--- config.mk ---
export PLATFORM = sky130hd
export DESIGN_NAME = team_00_wb_arbiter
export DESIGN_NICKNAME = d
export VERILOG_FILES = /design/src/rtl/team_00_wb_arbiter.sv
export SDC_FILE = /design/constraint.sdc
export NUM_CORES = 1
export LEC_CHECK = 0
export BUFFER_PORTS_ARGS = -buffer_cell sky130_fd_sc_hd__clkbuf_2
export CAP_MARGIN = 20
export CORE_AREA = 2 2 122 124
export CTS_CLUSTER_DIAMETER = 100
export CTS_CLUSTER_SIZE = 28
export DETAILED_ROUTE_END_ITERATION = 8
export DIE_AREA = 0 0 124 126
export SYNTH_ARGS = -nofsm -noshare
export SYNTH_HDL_FRONTEND = slang
export SYNTH_SLANG_ARGS = --single-unit
--- constraint.sdc ---
create_clock -name wb_clk_i -period 3.2 [get_ports wb_clk_i]
set_input_delay 0 -clock wb_clk_i [delete_from_list [all_inputs] [get_ports wb_clk_i]]
set_output_delay 0 -clock wb_clk_i [all_outputs]
set_load 0.02 [all_outputs]
--- src/rtl/team_00_wb_arbiter.sv ---
// Two-manager Wishbone arbiter in front of a single subordinate (SRAM wrapper).
// Alternates priority on ties, holds a grant for the whole cycle, and aborts stalled strobes.
module team_00_wb_arbiter #(
   parameter logic [7:0] TIMEOUT = 8'd255
) (
   input  logic        wb_clk_i,
   input  logic        wb_rst_i,
   input  logic        m0_cyc_i,
   input  logic        m0_stb_i,
   input  logic        m0_we_i,
   input  logic [3:0]  m0_sel_i,
   input  logic [31:0] m0_adr_i,
   input  logic [31:0] m0_dat_i,
   output logic        m0_ack_o,
   output logic        m0_err_o,
   output logic [31:0] m0_dat_o,
   input  logic        m1_cyc_i,
   input  logic        m1_stb_i,
   input  logic        m1_we_i,
   input  logic [3:0]  m1_sel_i,
   input  logic [31:0] m1_adr_i,
   input  logic [31:0] m1_dat_i,
   output logic        m1_ack_o,
   output logic        m1_err_o,
   output logic [31:0] m1_dat_o,
   output logic        s_cyc_o,
   output logic        s_stb_o,
   output logic        s_we_o,
   output logic [3:0]  s_sel_o,
   output logic [31:0] s_adr_o,
   output logic [31:0] s_dat_o,
   input  logic        s_ack_i,
   input  logic [31:0] s_dat_i,
   output logic [1:0]  grant_o
);

   typedef enum logic [1:0] {
      IDLE   = 2'd0,
      GRANT0 = 2'd1,
      GRANT1 = 2'd2
   } state_t;

   state_t     state, state_nxt;
   logic       last_grant, last_grant_nxt;
   logic [7:0] wait_cnt, wait_cnt_nxt;
   logic       own0, own1, owned;
   logic       fwd_cyc, fwd_stb, timeout;

   always_comb begin
      own0    = (state == GRANT0);
      own1    = (state == GRANT1);
      owned   = own0 | own1;
      fwd_cyc = (own0 & m0_cyc_i) | (own1 & m1_cyc_i);
      fwd_stb = (own0 & m0_stb_i) | (own1 & m1_stb_i);
      // A stalled strobe is aborted in the same cycle the limit is reached.
      timeout = fwd_stb & ~s_ack_i & (wait_cnt == TIMEOUT - 8'd1);
   end

   always_comb begin
      s_cyc_o  = fwd_cyc & ~timeout;
      s_stb_o  = fwd_stb & ~timeout;
      s_we_o   = (own0 & m0_we_i) | (own1 & m1_we_i);
      s_sel_o  = own0 ? m0_sel_i : (own1 ? m1_sel_i : 4'h0);
      s_adr_o  = own0 ? m0_adr_i : (own1 ? m1_adr_i : 32'h0);
      s_dat_o  = own0 ? m0_dat_i : (own1 ? m1_dat_i : 32'h0);
      m0_ack_o = own0 & s_ack_i & ~timeout;
      m1_ack_o = own1 & s_ack_i & ~timeout;
      m0_err_o = own0 & timeout;
      m1_err_o = own1 & timeout;
      m0_dat_o = own0 ? s_dat_i : 32'h0;
      m1_dat_o = own1 ? s_dat_i : 32'h0;
      grant_o  = {own1, own0};
   end

   always_comb begin
      state_nxt      = state;
      last_grant_nxt = last_grant;
      wait_cnt_nxt   = wait_cnt;
      case (state)
         IDLE: begin
            wait_cnt_nxt = 8'd0;
            if (m0_cyc_i && m1_cyc_i) begin
               // Tie goes to whichever manager was not served last.
               state_nxt      = last_grant ? GRANT0 : GRANT1;
               last_grant_nxt = ~last_grant;
            end else if (m0_cyc_i) begin
               state_nxt      = GRANT0;
               last_grant_nxt = 1'b0;
            end else if (m1_cyc_i) begin
               state_nxt      = GRANT1;
               last_grant_nxt = 1'b1;
            end
         end
         GRANT0, GRANT1: begin
            if (!fwd_cyc || timeout) begin
               state_nxt = IDLE;
            end else if (s_ack_i) begin
               wait_cnt_nxt = 8'd0;
            end else if (fwd_stb) begin
               wait_cnt_nxt = wait_cnt + 8'd1;
            end
         end
         default: state_nxt = IDLE;
      endcase
   end

   always_ff @(posedge wb_clk_i) begin
      if (wb_rst_i) begin
         state      <= IDLE;
         last_grant <= 1'b1;
         wait_cnt   <= 8'd0;
      end else begin
         state      <= state_nxt;
         last_grant <= last_grant_nxt;
         wait_cnt   <= wait_cnt_nxt;
      end
   end

endmodule

* After elaboration in Yosys (flattened, before gate mapping)
Cells that the tools add are included.
** Operators by class
- Add/sub/neg operators :: 1
- Equality and inequality tests :: 7
- Multiplexer cells :: 21
- Bitwise gates (word level) :: 22
- Reductions and logical operators :: 10
** Operators by type and width (number)
- $mux 32 :: 6
- $mux 8 :: 3
- $and 1x1->1 :: 16
- $pmux 8 s2 :: 1
- $mux 2 :: 5
- $add 8x1->8 const B :: 1
- $eq 8x8->1 const B :: 1
- $mux 4 :: 2
- $ne 2x2->1 const B :: 2
- $ne 4x4->1 const B :: 1
- $pmux 2 s2 :: 1
- $reduce_and 2->1 :: 2
- $mux 1 :: 3
- $ne 3x3->1 const B :: 1
- $not 1->1 :: 3
- $or 1x1->1 :: 3
- $reduce_and 3->1 :: 1
- $reduce_bool 3->1 :: 1
- $eq 2x1->1 const B :: 1
- $eq 2x2->1 const B :: 1
- $logic_not 2->1 :: 1
- $reduce_bool 2->1 :: 1
- $reduce_or 2->1 :: 1
- $logic_and 1x1->1 :: 1
- 2 further kinds :: 2
** Word-level totals
- Register bits :: 11
- Input port bits :: 177
- Output and inout bits :: 141
- Word-level logic and storage cells :: 64

* Logic depth before layout (Yosys ltp)
- Word-level depth :: 8
- Mapped depth :: 8
- Mapped depth without buffers :: 7

* Least setup slack after synthesis
OpenSTA, ideal clock, no wires.
- Kind :: flip-flop to flip-flop
- From :: register state[1]
- To :: register wait_cnt[7]
- Library setup time :: 0.074 ns
- Arrival time :: 1.746 ns
- Data required time :: 3.126 ns
- Setup slack :: 1.380 ns
- Stages on the path, launching flop included :: 9
- Path buffers :: 1
- Period minus slack after synthesis :: 1.820 ns
- Cells stage by stage :: dfxtp_1 > inv_1 > ha_1 > buf_6 > a22oi_4 > o311a_4 > nand2_4 > or4_1 > o21ai_0
** On the way
- Longest elaborated chain between the ends :: 8
- Elaborated cells between the ends (all ways) :: 19
- Classes of those cells :: eq/ne (4); mux (1); bitwise (8); reduce/logical (6)
** RTL lines
- start, declared :: line 43 : state_t state, state_nxt;
- start signal, assigned :: line 113 : state <= state_nxt;
- $eq 2x1->1 (*) :: line 50 : own0 = (state == GRANT0);
- via own0 :: line 46 : logic own0, own1, owned;
- $and 1x1->1 :: line 54 : fwd_stb = (own0 & m0_stb_i) | (own1 & m1_stb_i);
- $or 1x1->1 :: line 54
- $and 1x1->1 (2 in a row) :: line 56 : timeout = fwd_stb & ~s_ack_i & (wait_cnt == TIMEOUT - 8'd1);
- $logic_or 1x1->1 :: line 95 : if (!fwd_cyc || timeout) begin
- $ne 2x2->1 (no source line)
- $reduce_and 3->1 (no source line)
- end signal, assigned :: line 115 : wait_cnt <= wait_cnt_nxt;
- end, declared :: line 45 : logic [7:0] wait_cnt, wait_cnt_nxt;
The timed path passes the listed nets; every way through them passes the cells marked *.
A chain may end at the register's enable or synchronous reset.

* Worst setup path after layout
- From :: register state[0]
- To :: output s_adr_o[11]
** On the way
- Longest elaborated chain between the ends :: 3
- Elaborated cells between the ends (all ways) :: 4
- Classes of those cells :: eq/ne (2); mux (2)
** RTL lines
- $eq 2x2->1 :: line 51 : own1 = (state == GRANT1);
- $mux 32 :: line 64 : s_adr_o = own0 ? m0_adr_i : (own1 ? m1_adr_i : 32'h0);
- $mux 32 (*) :: line 64
- end, declared :: line 30 : output logic [31:0] s_adr_o,
Mark *: on every way between the ends. The rest lies on a longest branch, timed or not.

==> results.tsv <==
metric	value	unit
ant_nets	0	
worst_pin_slew	0.485	ns
syn_nets	433	
cts_tree	yes	
hold_buffers	0	
grt_max_degree	54	
crit_type	reg2out	
grt.total_usage	12.7	%
peakVddDrop	0.326	mV
final_nets	734	
path_max_fanout	50	
worstPathCellList	inv_1 -> ha_1 -> nor2b_4 -> buf_12 -> a22o_1 -> clkbuf_2	
syn_area_per_cell	7.58	µm²
path_buf_inv	3	
critical-path-top-delay-family	buffers and inverters	
slowest_delay	0.52	ns
yosys-top-cells-area	a22o_1 32%, and2_1 23%, dfxtp_1 12%	
post-route-min-period	2.34	ns
drc	0	
gp_congestion	0.876	
clk_pin_slew	0.04	ns
start_kind	flop	
cp_data_required_time	3.20	ns
antenna_found_initial	1	
overflow	0	
synth_area	1900	µm²
synth_top_area_share	32.2	%
cts_buffers	3	
post-route-worst-setup-slack	0.863	ns
start_util	13.3	%
cts.sink_count	11	
setup_viol	0	
grt_pass1_wl	15700	µm
ys.warnings.count	0	
syn2layout_area_growth	97.0	%
insertedDiodeCount	0	
power	1060	µW
hpwl	9700	µm
io_pins	318	
synth_flop_cell	dfxtp_1	
finalSetupTns	0	ns
slowest_stage	nor2b_4	
wire_per_inst	15.6	µm
fmax	0.428	GHz
core.rowCount	44	
die_w	124	µm
timing.final.crit_share	73.0	%
finalClockSkew	0.00129	ns
layoutNonFillerInstCount	735	
num_vias	3166	
pre_cts_slack	1.08	ns
synth-seq-cells	11	
async_flop_share	0	%
drt_iter0_markers	198	
worstSkewPairLatency	0.24	ns
core_area	14300	µm²
rsz0062_at_grt	false	
postSynthCellCount	251	
seq_area_frac_synth	11.6	%
hold_path_class	in2reg	
fp.dieArea	15600	µm²
status	complete, no violations	
cts_max_level	1	
worst_setup_path_end_kind	output pin	
maxCapViolCount	0	
critPathArrivalTime	2.34	ns
slew_headroom	67.7	%
p_leak	0.00216	µW
maxSlewViolCount	0	
io_buffers	317	
ys_types	37	
post_cts_buffers	0	
wl	11400	µm
dr.pass1.iters	4	
vias_per_cell	4.31	
dp_cells	731	
cts_resized	0	
die_h	126	µm
drive_above_1_share	60.6	%
cts_root_buffer	clkbuf_16	
grt_pass1_vias	2744	
hold_violations	0	
synth.largest_area_cell	a22o_1	
synth_edf_count	0	
clockBufferDepth	2	
pwr_density_cell	282	nW/µm²
[sequential cells by signal, indices dropped and copies added, names as in the netlist]
name and count:
wait_cnt 8, last_grant 1, state 2
[synth_stat cells (3+ instances only)]
cell / number
buf_2: 6
clkbuf_1: 17
inv_1: 8
nand4_1: 4
nand3_1: 4
dfxtp_1: 11
a22o_1: 70
nor2b_1: 3
nand2_1: 5
nor2_1: 5
a31oi_1: 3
ha_1: 5
and2_1: 69
a21oi_1: 4
o21ai_0: 8
[power by group]
group	switching, µW	internal (µW)	total, µW
sequential	3.29	141	145
combinational	407	273	680
clock	66.2	168	234
total	476	582	1060
[cell type report]
class / instances / area, µm²
fill: 1574 / 10600
tap: 184 / 230
timing repair buffer: 322 / 1640
multi-input combinational: 206 / 1550
clock buffer: 4 / 78.8
inverter: 8 / 30.0
sequential: 11 / 220
[path summary, 6_finish.rpt]
kind | from | to | slack (ns) | cells past startpoint
max | state[0]$_SDFFE_PP0P_ | s_adr_o[11] | 0.86 | 6
min reg2reg | wait_cnt[7]$_SDFFE_PP0P_ | wait_cnt[7]$_SDFFE_PP0P_ | 0.48 | 2
max reg2reg | state[0]$_SDFFE_PP0P_ | wait_cnt[7]$_SDFFE_PP0P_ | 1.17 | 7
min | wb_rst_i | state[0]$_SDFFE_PP0P_ | 0.06 | 2
[routing by layer]
layer | vias up | global-route usage, % | part of all wire (%)
li1 | 1547 | - | -
met1 | 1437 | 17.3 | 42
met2 | 164 | 20.4 | 46
met3 | 16 | 3.35 | 11
met4 | 2 | 2.31 | 1.5
met5 | - | 0 | 0.061
[logic make-up (layout without fill, tap and decap cells)]
group | count (synthesis) | after routing | share of synthesized area, %
simple gates | 103 | 103 | 33.0
buf+inv | 34 | 334 | 7.89
compound gates | 98 | 98 | 44.3
flops | 11 | 11 | 11.6
fa+ha+maj | 5 | 5 | 3.29
[cells in the final DEF, fill, tap and decap left out, types with 2 or more instances in the layout]
master	instances
a211o_1	2
a21oi_1	4
a22o_1	70
a31oi_1	3
and2_1	69
buf_4	4
clkbuf_16	3
clkbuf_2	317
dfxtp_1	11
ha_1	4
inv_1	8
nand2_1	5
nand3_1	4
nand4_1	4
nand4b_1	2
nor2_1	5
nor2b_1	2
nor3_1	2
o21ai_0	8
o22ai_1	2
or2_2	2
or3_1	2
[metrics by stage]
step                      utilization, %  instance area [µm²]  hold slack, ns
after floorplan                        -                 1900          0.0716
after global placement              25.6                 3670           0.320
after detailed placement            25.6                 3670           0.317
after CTS                           26.2                 3750          0.0636
after global routing                26.2                 3750          0.0787
final                               26.2                 3750          0.0631
(Power assumes the default switching activity.)
